**src/rtl/minority_pattern_gen_if.sv**
```systemverilog
// Purpose: handshake/bus bundle for minority_pattern_gen.
//   REQ/TARGET start a run, READY is the consumer's acceptance,
//   VEC/VALID/LAST present candidates, BUSY/DONE/COUNT report run status.
// Modports: master = requester/consumer side, slave = generator side.
interface minority_pattern_gen_if;
    logic       REQ;
    logic       TARGET;
    logic       READY;
    logic [3:0] VEC;
    logic       VALID;
    logic       LAST;
    logic       BUSY;
    logic       DONE;
    logic [3:0] COUNT;

    modport master (
        output REQ, TARGET, READY,
        input  VEC, VALID, LAST, BUSY, DONE, COUNT
    );

    modport slave (
        input  REQ, TARGET, READY,
        output VEC, VALID, LAST, BUSY, DONE, COUNT
    );
endinterface

```
**src/rtl/minority_pattern_gen.sv**
```systemverilog
// Purpose: walks 4-bit candidates in ascending order and emits, under a
//   VALID/READY handshake, every vector whose 4-input minority equals the
//   target captured at run start (5 vectors for target 1, 11 for target 0).
// Ports:
//   CLK  - clock, all state on rising edge
//   RST  - synchronous active-high reset
//   bus  - slave side of minority_pattern_gen_if
//          in : REQ, TARGET, READY
//          out: VEC, VALID, LAST (combinational decode), BUSY, DONE, COUNT
module minority_pattern_gen (
    input  logic                    CLK,
    input  logic                    RST,
    minority_pattern_gen_if.slave   bus
);

    localparam int unsigned VEC_W = 4;
    localparam int unsigned CNT_W = 4;

    typedef enum logic [1:0] {
        ST_IDLE = 2'd0,
        ST_SCAN = 2'd1,
        ST_EMIT = 2'd2,
        ST_FIN  = 2'd3
    } state_e;

    state_e             state_q, state_d;
    logic [VEC_W-1:0]   cand_q, cand_d;
    logic [VEC_W-1:0]   vec_q, vec_d;
    logic               tgt_q, tgt_d;
    logic [CNT_W-1:0]   count_q, count_d;
    logic               valid_q, valid_d;
    logic               busy_q, busy_d;
    logic               done_q, done_d;

    logic               cand_match_c;
    logic               last_c;
    logic [VEC_W-1:0]   last_pat_c;

    // minority of 4 inputs: at most one bit set (v & (v-1) clears the lowest set bit)
    function automatic logic minority4(input logic [VEC_W-1:0] v);
        return ((v & (v - VEC_W'(1))) == '0);
    endfunction

    // Candidate test and final-vector decode
    always_comb begin
        cand_match_c = (minority4(cand_q) == tgt_q);
        last_pat_c   = tgt_q ? VEC_W'(4'b1000) : VEC_W'(4'b1111);
        last_c       = valid_q & (vec_q == last_pat_c);
    end

    // State register
    always_ff @(posedge CLK) begin
        if (RST) begin
            state_q <= ST_IDLE;
        end else begin
            state_q <= state_d;
        end
    end

    // Next-state logic
    always_comb begin
        state_d = state_q;
        case (state_q)
            ST_IDLE: if (bus.REQ)      state_d = ST_SCAN;
            ST_SCAN: if (cand_match_c) state_d = ST_EMIT;
            ST_EMIT: if (bus.READY)    state_d = last_c ? ST_FIN : ST_SCAN;
            ST_FIN:                    state_d = ST_IDLE;
            default:                   state_d = ST_IDLE;
        endcase
    end

    // Datapath and registered-output next values
    always_comb begin
        cand_d  = cand_q;
        vec_d   = vec_q;
        tgt_d   = tgt_q;
        count_d = count_q;
        case (state_q)
            ST_IDLE: begin
                if (bus.REQ) begin
                    tgt_d   = bus.TARGET;
                    cand_d  = '0;
                    count_d = '0;
                end
            end
            ST_SCAN: begin
                if (cand_match_c) begin
                    vec_d = cand_q;
                end else begin
                    cand_d = cand_q + VEC_W'(1);
                end
            end
            ST_EMIT: begin
                if (bus.READY) begin
                    count_d = count_q + CNT_W'(1);
                    // the final vector never advances, so CAND cannot wrap
                    if (!last_c) begin
                        cand_d = cand_q + VEC_W'(1);
                    end
                end
            end
            default: ;
        endcase
        // status flags registered from the upcoming state
        valid_d = (state_d == ST_EMIT);
        busy_d  = (state_d != ST_IDLE);
        done_d  = (state_d == ST_FIN);
    end

    // Datapath / output registers
    always_ff @(posedge CLK) begin
        if (RST) begin
            cand_q  <= '0;
            vec_q   <= '0;
            tgt_q   <= 1'b0;
            count_q <= '0;
            valid_q <= 1'b0;
            busy_q  <= 1'b0;
            done_q  <= 1'b0;
        end else begin
            cand_q  <= cand_d;
            vec_q   <= vec_d;
            tgt_q   <= tgt_d;
            count_q <= count_d;
            valid_q <= valid_d;
            busy_q  <= busy_d;
            done_q  <= done_d;
        end
    end

    assign bus.VEC   = vec_q;
    assign bus.VALID = valid_q;
    assign bus.LAST  = last_c;
    assign bus.BUSY  = busy_q;
    assign bus.DONE  = done_q;
    assign bus.COUNT = count_q;

endmodule

```
**src/flat_wrapper.sv**
```systemverilog
// flat-port wrapper written by rule: the top's interface ports become plain ports
module minority_pattern_gen_flat 
  (CLK, RST, bus_REQ, bus_TARGET, bus_READY, bus_VEC, bus_VALID, bus_LAST, bus_BUSY, bus_DONE, bus_COUNT);
  minority_pattern_gen_if bus_i ();
  input  logic CLK;
  input  logic RST;
  input wire logic [$bits(bus_i.REQ)-1:0] bus_REQ;
  input wire logic [$bits(bus_i.TARGET)-1:0] bus_TARGET;
  input wire logic [$bits(bus_i.READY)-1:0] bus_READY;
  output wire logic [$bits(bus_i.VEC)-1:0] bus_VEC;
  output wire logic [$bits(bus_i.VALID)-1:0] bus_VALID;
  output wire logic [$bits(bus_i.LAST)-1:0] bus_LAST;
  output wire logic [$bits(bus_i.BUSY)-1:0] bus_BUSY;
  output wire logic [$bits(bus_i.DONE)-1:0] bus_DONE;
  output wire logic [$bits(bus_i.COUNT)-1:0] bus_COUNT;
  assign bus_i.REQ = bus_REQ;
  assign bus_i.TARGET = bus_TARGET;
  assign bus_i.READY = bus_READY;
  assign bus_VEC = bus_i.VEC;
  assign bus_VALID = bus_i.VALID;
  assign bus_LAST = bus_i.LAST;
  assign bus_BUSY = bus_i.BUSY;
  assign bus_DONE = bus_i.DONE;
  assign bus_COUNT = bus_i.COUNT;
  minority_pattern_gen u_core (.CLK(CLK), .RST(RST), .bus(bus_i));
endmodule
```
**config.mk**
```make
export PLATFORM = sky130hd
export DESIGN_NAME = minority_pattern_gen_flat
export DESIGN_NICKNAME = d
export VERILOG_FILES = /design/src/rtl/minority_pattern_gen_if.sv /design/src/rtl/minority_pattern_gen.sv /design/src/flat_wrapper.sv
export SDC_FILE = /design/constraint.sdc
export NUM_CORES = 1
export LEC_CHECK = 0
export ABC_AREA = 1
export BUFFER_PORTS_ARGS = -buffer_cell sky130_fd_sc_hd__clkbuf_2
export CAP_MARGIN = 15
export CORE_MARGIN = 2
export CORE_UTILIZATION = 30
export CTS_BUF_LIST = sky130_fd_sc_hd__clkbuf_16
export DETAILED_ROUTE_END_ITERATION = 8
export PLACE_DENSITY = 0.58
export SLEW_MARGIN = 20
export SYNTH_ARGS = -nofsm -noshare
export SYNTH_HDL_FRONTEND = slang
export SYNTH_SLANG_ARGS = --single-unit
```
**constraint.sdc**
```tcl
create_clock -name CLK -period 2.4 [get_ports CLK]
set_clock_uncertainty 0.2 [all_clocks]
set_input_delay 0.48 -clock CLK [delete_from_list [all_inputs] [get_ports CLK]]
set_output_delay 0.48 -clock CLK [all_outputs]
set_load 0.005 [all_outputs]
```
# ---- Word-level counts from Yosys, hierarchy flattened
# Index checks and enable logic that the tools add are counted.
dict set report totals {
  inputBits 5
  ff_bits 18
  elab_cells 46
}
dict set report op_classes {
  n_eq_ne 11
  mux 13
  n_reduce_logical 9
  n_bitwise 2
  n_addsub 3
}
# cell n
set op_table {}
lappend op_table {{4-bit 2-to-1 mux} 5}
lappend op_table {{4-bit case mux with 3 select lines} 1}
lappend op_table {{4-bit by 1-bit adder with 4-bit output, second input constant} 2}
lappend op_table {{2-bit == test, second input constant} 4}
lappend op_table {{2-bit 2-to-1 mux} 4}
lappend op_table {{2-bit != test, second input constant} 4}
lappend op_table {{2-bit case mux with 4 select lines} 1}
lappend op_table {{4-bit case mux with 2 select lines} 1}
lappend op_table {{5-bit AND reduction} 1}
lappend op_table {{4-bit AND} 1}
lappend op_table {{4-bit == test} 1}
lappend op_table {{4-bit logical NOT} 1}
lappend op_table {{2-bit AND reduction} 2}
lappend op_table {{2-bit nonzero test} 2}
lappend op_table {{4-bit by 1-bit subtractor with 4-bit output, second input constant} 1}
lappend op_table {{3-bit 2-to-1 mux} 1}
lappend op_table {{3-bit AND reduction} 1}
lappend op_table {{3-bit nonzero test} 1}
lappend op_table {{2-bit by 1-bit == test with 1-bit output, second input constant} 1}
lappend op_table {{2-bit logical NOT} 1}
lappend op_table {{1-bit AND} 1}
lappend op_table {{1-bit == test} 1}

# ---- Longest topological paths before layout
dict set report depth {
  ltp_word 7
  mapped_depth 12
  depth_no_buf 12
}

# ---- Worst setup path after synthesis
# Ideal clock, no wire load.
dict set report synth_timing {
  path_type {reg-to-reg}
  startpoint {register u_core.cand_q[0]}
  endpoint {register u_core.busy_q (netlist: u_core.bus.BUSY)}
  stages_incl_launch_ff 13
  period_less_slack_ns 1.684
  setup_ns 0.114
  t_arrival_ns 1.370
  setup_slack_ns 0.716
  cell_sequence {dfxtp_1 > inv_1 > ha_1 > nor2_2 > nor2_2 > nand2_1 > nand2_2 > nand3_4 > nand3_2 > nand2_2 > nand2_2 > nand2_2 > nand2_1}
}
dict set report synth_via {
  elab_chain_len 7
}
# element line_no
set synth_lines {}
lappend synth_lines {{start, declared} minority_pattern_gen.sv:27} ;# logic [VEC_W-1:0] cand_q, cand_d;
lappend synth_lines {{start signal, assigned} minority_pattern_gen.sv:121} ;# cand_q <= cand_d;
lappend synth_lines {{4-bit by 1-bit subtractor with 4-bit output} minority_pattern_gen.sv:41} ;# return ((v & (v - VEC_W'(1))) == '0);
lappend synth_lines {{4-bit AND *} minority_pattern_gen.sv:41}
lappend synth_lines {{4-bit logical NOT *} minority_pattern_gen.sv:41}
lappend synth_lines {{1-bit == test *} minority_pattern_gen.sv:46} ;# cand_match_c = (minority4(cand_q) == tgt_q);
lappend synth_lines {{2-bit 2-to-1 mux *} minority_pattern_gen.sv:65} ;# ST_SCAN: if (cand_match_c) state_d = ST_EMIT;
lappend synth_lines {{2-bit case mux with 4 select lines *} minority_pattern_gen.sv:63} ;# case (state_q)
lappend synth_lines {{2-bit nonzero test *} minority_pattern_gen.sv:106} ;# busy_d = (state_d != ST_IDLE);
lappend synth_lines {{end signal, assigned} minority_pattern_gen.sv:126} ;# busy_q <= busy_d;
lappend synth_lines {{end, declared} minority_pattern_gen.sv:32} ;# logic busy_q, busy_d;
# Mark *: on every way between the ends. The rest lies on a longest branch, timed or not.
# A chain may end at the register's enable or synchronous reset.

# ---- Worst setup path in the final report
dict set report layout_timing {
  startpoint {register u_core.state_q[0]}
  endpoint {register u_core.count_q[3] (netlist: u_core.bus.COUNT[3])}
}
dict set report layout_via {
  elab_chain_len 3
  elab_cells_between_ends 7
  classes_between {eq/ne (3); mux (1); reduce/logical (3)}
}
# element line_no
set layout_lines {}
lappend layout_lines {{start, declared} minority_pattern_gen.sv:26} ;# state_e state_q, state_d;
lappend layout_lines {{start signal, assigned} minority_pattern_gen.sv:56} ;# state_q <= state_d;
lappend layout_lines {{2-bit == test / 2-bit logical NOT (equally long branches)} minority_pattern_gen.sv:78} ;# case (state_q)
lappend layout_lines {{2-bit != test (no source line) / 2-bit nonzero test (equally long branches)} --}
lappend layout_lines {{3-bit AND reduction (no source line)} --}
lappend layout_lines {{end signal, assigned} minority_pattern_gen.sv:124} ;# count_q <= count_d;
lappend layout_lines {{end, declared} minority_pattern_gen.sv:30} ;# logic [CNT_W-1:0] count_q, count_d;
# Several ways; a longest one is shown, not always the timed one.

==> flow_summary.toml <==
[run_status]
status = "complete, no violations"

[final_layout]
drive_gt1_frac = 0.240
fin_util = 0.388
seqCellArea_um2 = 360
multi_input_area_um2 = 546
area_growth_pct = 21.2
fill_cells = 342
nNetsFinal = 164
n_antenna_cell = 0

[grt]
grt_max_degree = 13
gr-total-overflow = 0
grt_pass1_vias = 804
antenna_found_initial = 0
grt_usage = 0.122
grt_pass1_wl_um = 3280

[power]
p_leak_nw = 0.588
vdd_drop_max_mv = 0.210
power_density_nw_per_um2 = 733

[worst_setup_path]
required_ns = 2.34
path_class = "reg2reg"
setup.worst_path.start_class = "flop"
crit_chain = "inv_1, ha_1, inv_2, o21ai_0, o21ai_1, inv_2, nand4_1, xor2_1, nor2_1"
crit_slowest_cell = "dfxtp_1"
slowest_delay_ns = 0.41
cp_common_cell = "inv_2"
worstPathArrival_ns = 1.77
critPathCaptureType = "flop"
critPathMaxFanout = 7

[timing]
drv_slew = 0
finalHoldViolations = 0
rsz0062_at_grt = "false"
max_freq_mhz = 547
worstMarginPinSlew_ns = 0.353
fin_tns_setup_ns = 0
slew_headroom = 0.764
setup_viol = 0
finalCritPeriodShare = 0.761
fin_crit_ns = 1.83

[detailed_routing]
drt_iter0_drc = 14
via_per_inst = 4.42
ant_nets = 0
wl_per_cell_um = 9.93
wirelength_um = 1930
drc = 0
dr.pass1.iters = 4
num_vias = 857

[placed_design]
hpwl_um = 1550
port_buffers = 16
gp_congestion = 0.794

[clock_tree]
cts.repair.resized = 0
clkTransAtPathRegs_ns = 0.05
ctsHoldBuffers = 0
clockBufferDepth = 2
post_cts_buffers = 0
cts-htree-levels = 1
clock-root-buffer = "clkbuf_16"
cts_tree = "done"
cts_buffers = 3
clock_sinks = 18
clk_latency_ns = 0.25

[synthesis]
netlist-cell-type-count = 20
yosysSeqAreaShare = 0.365
yosysWarnings = 0
ys_seq_elements = 18
syn_area_per_cell_um2 = 7.53
synth_area_um2 = 986
synth_fp_nets = 144
synth_cells = 131

[die]
start_util = 0.320
die_w_um = 61.3
design.core.area_um2 = 3080
io_pins = 17
row_count = 20
die_area_um2 = 3760
fp.dieH_um = 61.3

[flow_run]
drv_cap = 0

[min_path]
hold_class = "in2reg"
logic make-up (layout without fill, tap and decap cells):
logic type / Yosys count / in the layout / synth area share
AND/OR/NAND/NOR: 54 / 54 / 0.287
AO/OA/AOI/OAI: 28 / 28 / 0.147
buffers and inverters: 21 / 40 / 0.0812
flip-flops: 18 / 18 / 0.365
adder cells (fa/ha/maj): 8 / 8 / 0.102
XOR/XNOR: 2 / 2 / 0.0178
layer usage:
| layer | track usage | part of all wire | vias to the layer above | routed length (um) |
|---|---|---|---|---|
| met4 | 0.0839 | 0.030 | 0 | 58 |
| met2 | 0.199 | 0.48 | 16 | 933 |
| met1 | 0.140 | 0.45 | 370 | 867 |
| li1 | - | - | 466 | - |
| met3 | 0.0315 | 0.035 | 5 | 68 |
| met5 | 0 | 0 | - | 0 |
cell usage after synthesis:
master | count | area, um2
inv_2 | 4 | 15.0
xor2_1 | 2 | 17.5
buf_2 | 1 | 5.00
o21ai_1 | 2 | 10.0
nand2_1 | 24 | 90.1
nand3_4 | 2 | 35.0
nand3b_1 | 1 | 7.51
or2_2 | 1 | 6.26
nand3_2 | 2 | 20.0
inv_1 | 16 | 60.1
a21oi_1 | 12 | 60.1
dfxtp_1 | 18 | 360
o21ai_0 | 13 | 65.1
o211a_1 | 1 | 10.0
ha_1 | 8 | 100
nand2_2 | 5 | 31.3
nor2_1 | 7 | 26.3
nand3_1 | 7 | 35.0
nand4_1 | 2 | 12.5
nor2_2 | 3 | 18.8
critical path, delay by kind of cell (launching register included):
| family | cells | cell delay (ns) |
|---|---|---|
| compound gates | 2 | 0.24 |
| flops | 1 | 0.41 |
| buf+inv | 3 | 0.29 |
| simple gates | 2 | 0.14 |
| xor+xnor | 1 | 0.14 |
| fa+ha+maj | 1 | 0.30 |
state kept, by name, indices dropped and copies added, names as in the netlist:
name	flops
u_core.bus.COUNT	4
u_core.bus.VEC	4
u_core.cand_q	4
u_core.state_q	2
u_core.bus.BUSY	1
u_core.bus.DONE	1
u_core.bus.VALID	1
u_core.tgt_q	1
cell type report:
| type | count | share of cell area |
|---|---|---|
| well taps | 44 | 0.0461 |
| repair buffers | 16 | 0.0670 |
| multi-input cells | 92 | 0.457 |
| inverters | 20 | 0.0628 |
| flip-flops and latches | 18 | 0.302 |
| clock inverters | 1 | 0.00314 |
| clock buffers | 3 | 0.0628 |
stage by stage:
stage                     setup slack (ns)  total power (W)  instances  hold WS [ns]  instance area [um2]
after floorplan                      0.716         0.000499        131         0.253                  986
after global placement               0.599         0.000546        190         0.269                 1120
after detailed placement             0.569         0.000549        190         0.264                 1120
after CTS                            0.569         0.000889        194         0.261                 1190
after global routing                 0.328         0.000931        194         0.274                 1190
final                                0.573         0.000875        194         0.255                 1190
power breakdown:
group | leakage [nW] | switching, W | internal, W | total, W
sequential | 0.147 | 0.0000338 | 0.000329 | 0.000363
combinational | 0.403 | 0.000109 | 0.0000686 | 0.000178
clock | 0.0385 | 0.000113 | 0.000222 | 0.000335
total | 0.588 | 0.000256 | 0.000619 | 0.000875
layout by cell type (no fill, tap or decap):
| cell type | instances |
|---|---|
| a21oi_1 | 12 |
| clkbuf_16 | 3 |
| clkbuf_2 | 16 |
| clkinv_1 | 1 |
| dfxtp_1 | 18 |
| ha_1 | 8 |
| inv_1 | 16 |
| inv_2 | 4 |
| nand2_1 | 24 |
| nand2_2 | 5 |
| nand3_1 | 7 |
| nand3_2 | 2 |
| nand3_4 | 2 |
| nand3b_1 | 1 |
| nand4_1 | 2 |
| nor2_1 | 7 |
| nor2_2 | 3 |
| o211a_1 | 1 |
| o21ai_0 | 13 |
| o21ai_1 | 2 |
| or2_2 | 1 |
| xor2_1 | 2 |
final timing paths:
path                startpoint                  end  slack [ns]  cells after the start
max reg2reg  u_core.state_q[0]  u_core.bus.COUNT[3]        0.57                      9
min                        RST  u_core.bus.COUNT[1]        0.25                      2
max          u_core.state_q[0]  u_core.bus.COUNT[3]        0.57                      9
min reg2reg  u_core.bus.VEC[3]    u_core.bus.VEC[3]        0.27                      2
Power figures use the tool's default switching activity.
